## config.mk

```make
export PLATFORM = sky130hd
export DESIGN_NAME = countdown_timer_flat
export DESIGN_NICKNAME = d
export VERILOG_FILES = /design/src/rtl/countdown_timer_pkg.sv /design/src/rtl/countdown_timer_if.sv /design/src/rtl/countdown_timer_tick_gen.sv /design/src/rtl/countdown_timer.sv /design/src/flat_wrapper.sv
export SDC_FILE = /design/constraint.sdc
export NUM_CORES = 1
export LEC_CHECK = 0
export ABC_CLOCK_PERIOD_IN_PS = 4000
export CAP_MARGIN = 0
export CORE_UTILIZATION = 45
export DETAILED_ROUTE_END_ITERATION = 8
export PLACE_DENSITY = 0.76
export RECOVER_POWER = 100
export SLEW_MARGIN = 5
export SYNTH_ARGS = -nofsm -noshare
export SYNTH_HDL_FRONTEND = slang
export SYNTH_SLANG_ARGS = --single-unit
export TNS_END_PERCENT = 20
```

## constraint.sdc

```tcl
create_clock -name clk -period 4 [get_ports clk]
set_input_delay 0.4 -clock clk [delete_from_list [all_inputs] [get_ports clk]]
set_output_delay 0.4 -clock clk [all_outputs]
set_load 0.005 [all_outputs]
```

## src/rtl/countdown_timer_pkg.sv

```systemverilog
// Shared types for the countdown timer.
// State encoding and prescaler width.
package countdown_timer_pkg;
  localparam int PSC_W = 16;

  typedef enum logic [1:0] {
    IDLE   = 2'b00,
    RUN    = 2'b01,
    PAUSED = 2'b10
  } state_t;
endpackage

```

## src/rtl/countdown_timer_if.sv

```systemverilog
// Control/status bundle of the countdown timer.
// master drives load/start/stop/pause/auto_reload; slave returns count/busy/done.
interface countdown_timer_if #(
  parameter int WIDTH = 15
);
  logic             load;
  logic [WIDTH-1:0] load_value;
  logic             start;
  logic             stop;
  logic             pause;
  logic             auto_reload;
  logic [WIDTH-1:0] count;
  logic             busy;
  logic             done;

  modport master (
    output load, load_value, start,
    output stop, pause, auto_reload,
    input  count, busy, done
  );

  modport slave (
    input  load, load_value, start,
    input  stop, pause, auto_reload,
    output count, busy, done
  );
endinterface

```

## src/rtl/countdown_timer_tick_gen.sv

```systemverilog
// Prescaler: tick every PRESCALE enabled cycles.
// Ports: clk, reset (async low), enable, clear, tick.
module tick_gen
  import countdown_timer_pkg::*;
#(
  parameter int PRESCALE = 1
) (
  input  logic clk,
  input  logic reset,
  input  logic enable,
  input  logic clear,
  output logic tick
);
  localparam logic [PSC_W-1:0] LAST =
    PSC_W'(PRESCALE - 1);

  logic [PSC_W-1:0] cnt_q, cnt_d;

  assign tick = enable && (cnt_q == LAST);

  always_comb begin
    cnt_d = cnt_q;
    if (clear) begin
      cnt_d = '0;
    end else if (enable) begin
      cnt_d = tick ? '0 : cnt_q + PSC_W'(1);
    end
  end

  always_ff @(posedge clk or negedge reset) begin
    if (!reset) begin
      cnt_q <= '0;
    end else begin
      cnt_q <= cnt_d;
    end
  end
endmodule

```

## src/rtl/countdown_timer.sv

```systemverilog
// Loadable prescaled down-counter, done pulse at zero.
// Ports: clk, reset (async low), bus (slave: load/start/stop/pause in, count/busy/done out).
module countdown_timer
  import countdown_timer_pkg::*;
#(
  parameter int WIDTH    = 15,
  parameter int PRESCALE = 1
) (
  input  logic clk,
  input  logic reset,
  countdown_timer_if.slave bus
);
  localparam logic [WIDTH-1:0] ONE = WIDTH'(1);

  state_t           state_q;
  logic [WIDTH-1:0] count_q;
  logic [WIDTH-1:0] reload_q;
  logic             done_q;
  logic             run_en;
  logic             psc_clr;
  logic             tick;

  // Prescaler only advances in cycles where RUN actually counts.
  assign run_en = (state_q == RUN) && !bus.load
               && !bus.stop && !bus.pause;
  assign psc_clr = bus.load
                || ((state_q == IDLE) && bus.start
                    && !bus.stop && (count_q != '0));

  tick_gen #(
    .PRESCALE(PRESCALE)
  ) u_tick (
    .clk   (clk),
    .reset (reset),
    .enable(run_en),
    .clear (psc_clr),
    .tick  (tick)
  );

  always_ff @(posedge clk or negedge reset) begin
    if (!reset) begin
      state_q  <= IDLE;
      count_q  <= '0;
      reload_q <= '0;
      done_q   <= 1'b0;
    end else begin
      done_q <= 1'b0;
      if (bus.load) begin
        count_q  <= bus.load_value;
        reload_q <= bus.load_value;
        state_q  <= IDLE;
      end else if (bus.stop) begin
        state_q <= IDLE;
      end else begin
        unique case (state_q)
          IDLE: begin
            if (bus.start) begin
              if (count_q != '0) state_q <= RUN;
              else               done_q  <= 1'b1;
            end
          end
          RUN: begin
            if (bus.pause) begin
              state_q <= PAUSED;
            end else if (tick) begin
              if (count_q == ONE) begin
                done_q <= 1'b1;
                if (bus.auto_reload && reload_q != '0) begin
                  count_q <= reload_q;
                end else begin
                  count_q <= '0;
                  state_q <= IDLE;
                end
              end else if (count_q != '0) begin
                count_q <= count_q - ONE;
              end
            end
          end
          PAUSED: begin
            if (!bus.pause) state_q <= RUN;
          end
          default: state_q <= IDLE;
        endcase
      end
    end
  end

  assign bus.count = count_q;
  assign bus.busy  = (state_q != IDLE);
  assign bus.done  = done_q;
endmodule

```

## src/flat_wrapper.sv

```systemverilog
// flat-port wrapper written by rule: the top's interface ports become plain ports
module countdown_timer_flat import countdown_timer_pkg::*;
#(
  parameter int WIDTH    = 15,
  parameter int PRESCALE = 1
)
  (clk, reset, bus_load, bus_load_value, bus_start, bus_stop, bus_pause, bus_auto_reload, bus_count, bus_busy, bus_done);
  countdown_timer_if #(.WIDTH(WIDTH)) bus_i ();
  input  logic clk;
  input  logic reset;
  input wire logic [$bits(bus_i.load)-1:0] bus_load;
  input wire logic [$bits(bus_i.load_value)-1:0] bus_load_value;
  input wire logic [$bits(bus_i.start)-1:0] bus_start;
  input wire logic [$bits(bus_i.stop)-1:0] bus_stop;
  input wire logic [$bits(bus_i.pause)-1:0] bus_pause;
  input wire logic [$bits(bus_i.auto_reload)-1:0] bus_auto_reload;
  output wire logic [$bits(bus_i.count)-1:0] bus_count;
  output wire logic [$bits(bus_i.busy)-1:0] bus_busy;
  output wire logic [$bits(bus_i.done)-1:0] bus_done;
  assign bus_i.load = bus_load;
  assign bus_i.load_value = bus_load_value;
  assign bus_i.start = bus_start;
  assign bus_i.stop = bus_stop;
  assign bus_i.pause = bus_pause;
  assign bus_i.auto_reload = bus_auto_reload;
  assign bus_count = bus_i.count;
  assign bus_busy = bus_i.busy;
  assign bus_done = bus_i.done;
  countdown_timer #(.WIDTH(WIDTH), .PRESCALE(PRESCALE)) u_core (.clk(clk), .reset(reset), .bus(bus_i));
endmodule
```

==> flow_metrics.tcl <==
set metrics [dict create \
    finalHoldViolCount 0 \
    synth_edf_count 0 \
    cap_violations 2 \
    syn_area_mm2 0.00298 \
    pre_cts_slack_ns 1.11 \
    fin_setup_tns_ns 0 \
    ioPinCount 39 \
    synth-adder-area-share 0.0168 \
    fp-row-count 29 \
    core_area_mm2 0.00635 \
    synth_top_family_by_area "simple AND/OR/NAND/NOR gates" \
    n_antenna_cell 0 \
    ys.warnings.count 0 \
    drive_above_1_share 0.0532 \
    grt_pass1_vias 2725 \
    hold_end "u_core.u_tick.cnt_q[14]" \
    die-area_mm2 0.00694 \
    worst-path-max-fanout 44 \
    via_count 2827 \
    synth_area_per_cell_um2 8.65 \
    grt_pass1_wl_mm 13.3 \
    drcViolationCount 0 \
    r2r-end "u_core.u_tick.cnt_q[11]" \
    rsz0062_at_grt "no" \
    synth_compound_area_frac 0.175 \
    grt_max_degree 50 \
    clock_skew_ns 0.00601 \
    io_buffers 38 \
    arrival_ns 3.37 \
    layout_setup_ws_ns 0.870 \
    synth-seq-area-share 0.412 \
    wl_per_cell_um 17.1 \
    clockBufferDepth 2 \
    finalCriticalPeriod_ns 3.13 \
    cts_max_level 2 \
    synth.mux.area_fraction 0.0177 \
    power_density_mw_per_mm2 323 \
    cts.sinks 49 \
    postRouteAntennaNets 0 \
    rrSetupSlack_ns 1.02 \
    grt_usage 0.236 \
    worst_setup_path_start_kind "input pin" \
    hold_class "reg2reg" \
    status "finished with violations" \
    synth-seq-cells 49 \
    violations "capacitance limit, slew limit" \
    die_w_um 83.3 \
    clkLatencyLatePin_ns 0.31 \
    async_flop_share 1.00 \
    synthFlopType "dfrtp_1" \
    r2r_start "u_core.bus.count[0]" \
    fmax_mhz 320 \
    hpwl_mm 5.41 \
    clock-root-buffer "clkbuf_8" \
    postCtsHoldBufs 0 \
    grt_remaining_overflow 0 \
    finalSetupViolCount 0 \
    post-route-util 0.552 \
    dr.pass1.iters 5 \
    worst_pin_slew_ns 2.61 \
    crit_slowest_cell "clkbuf_1" \
    fin_nets 401 \
    crit_family "buffers and inverters" \
    worstSetupPathType "in2reg" \
    drtIter0Drc 319 \
    crit_chain "dlygate4sd3_1 -> clkbuf_1 -> nor2_1 -> a21boi_0 -> or3_1 -> a21oi_1" \
    slowest_delay_ns 1.29 \
    finalCritPeriodShare 0.782 \
    syn2layout_area_growth_pct 17.8 \
    r2r_cells 7 \
    syn_nets 370 \
    final_common_cell "dfrtp_1" \
    gp_congestion 0.958 \
    worst-path-buf-inv 2 \
    clk_pin_slew_worst_paths_ns 0.09 \
    synth-simple-area-share 0.284 \
    hold_path_depth 1 \
    antenna_found_initial 0 \
    worstHoldStart "u_core.u_tick.cnt_q[14]" \
    post_cts_buffers 0 \
    final_cell_mix "49 x dfrtp_1, 37 x nand2_1, 28 x o21ai_0" \
    yosys.cell_types.count 53 \
    wl_mm 7.73 \
    numCtsBuffers 5 \
    cts_tree "done" \
    postCtsResizedCells 0 \
    endpoint_kind "flop" \
    slew_violations 95 \
    start_util 0.469 \
    cp.required_ns 4.24 \
    die_y_um 83.3 \
    synth-xor-area-share 0.0353 \
    syn_inst 344 \
    via_per_inst 6.24 \
    vdd_drop_max_mv 0.185 \
    slew_headroom -0.737 \
    p_leak_uw 0.00140 \
]
[per-layer routing]
| layer | up-vias | track usage | part of all wire | routed length (µm) |
|---|---|---|---|---|
| met5 | - | 0 | 0 | 0 |
| met4 | 0 | 0.0956 | 0.021 | 160 |
| met3 | 14 | 0.0328 | 0.071 | 547 |
| met2 | 136 | 0.352 | 0.45 | 3510 |
| met1 | 1340 | 0.345 | 0.45 | 3510 |
| li1 | 1337 | - | - | - |
[logic make-up after synthesis]
logic type                 after synthesis
xor gates and xnor gates                12
muxes                                    5
buffers and inverters                   43
DFF                                     49
adders and majority gates                4
and+or+nand+nor                        151
AOI/OAI and AO/OA                       80
[sequential cells by signal (all words and copies together) (netlist names)]
register and cells:
u_core.bus.done 1, u_core.reload_q 15, u_core.state_q 2, u_core.bus.count 15, u_core.u_tick.cnt_q 16
[per-stage QoR]
stage	cells	instance area [µm²]	power (µW)	hold WS (ns)
after floorplan	344	2980	671	0.104
after global placement	445	3400	763	0.492
after detailed placement	445	3400	769	0.505
after CTS	453	3520	1140	0.340
after global routing	453	3500	1180	0.550
final	453	3500	1130	0.520
[Yosys cell counts, drive strengths merged (3+ instances only)]
cell	count	area [µm²]
nor3	14	75.1
dfrtp	49	1230
o211ai	9	67.6
nor3b	3	22.5
or4	8	63.8
nor4	19	140
nand3	23	115
or3	6	37.5
clkbuf	11	41.3
nor2	14	52.6
or3b	3	26.3
and2	3	18.8
xor2	5	43.8
a21oi	9	45.0
mux2i	3	30.0
a31oi	11	68.8
nand2	37	139
nor4b	3	32.5
buf	7	40.0
o41ai	3	26.3
xnor2	7	61.3
inv	25	93.8
a21o	3	22.5
and3	3	18.8
o21ai	31	155
nand4	8	50.1
ha	4	50.1
[where the power goes]
group          switching, µW  internal [µW]  total (µW)  leakage [µW]
clock network            175            203         378     0.0000574
logic                   97.8           86.8         185      0.000717
registers               43.2            525         568      0.000628
[worst max path at each step]
stage                    startpoint                     end  cells after the start
2_1_floorplan  u_core.bus.count[10]     u_core.bus.count[4]                      7
3_3_place_gp               bus_stop     u_core.bus.count[4]                      6
3_5_place_dp               bus_stop     u_core.bus.count[4]                      6
4_1_cts         u_core.bus.count[5]    u_core.bus.count[11]                      5
5_1_grt                    bus_load  u_core.u_tick.cnt_q[7]                      6
6_report                   bus_load  u_core.u_tick.cnt_q[7]                      6
[area by class of cell]
cell class | instances | area, µm²
sequential | 49 | 1230
timing repair buffer | 42 | 400
fill | 567 | 2850
multi-input combinational | 252 | 1570
tap | 77 | 96.3
clock buffer | 6 | 82.6
clock inverter | 2 | 37.5
inverter | 25 | 93.8
(Power assumes the default switching activity.)
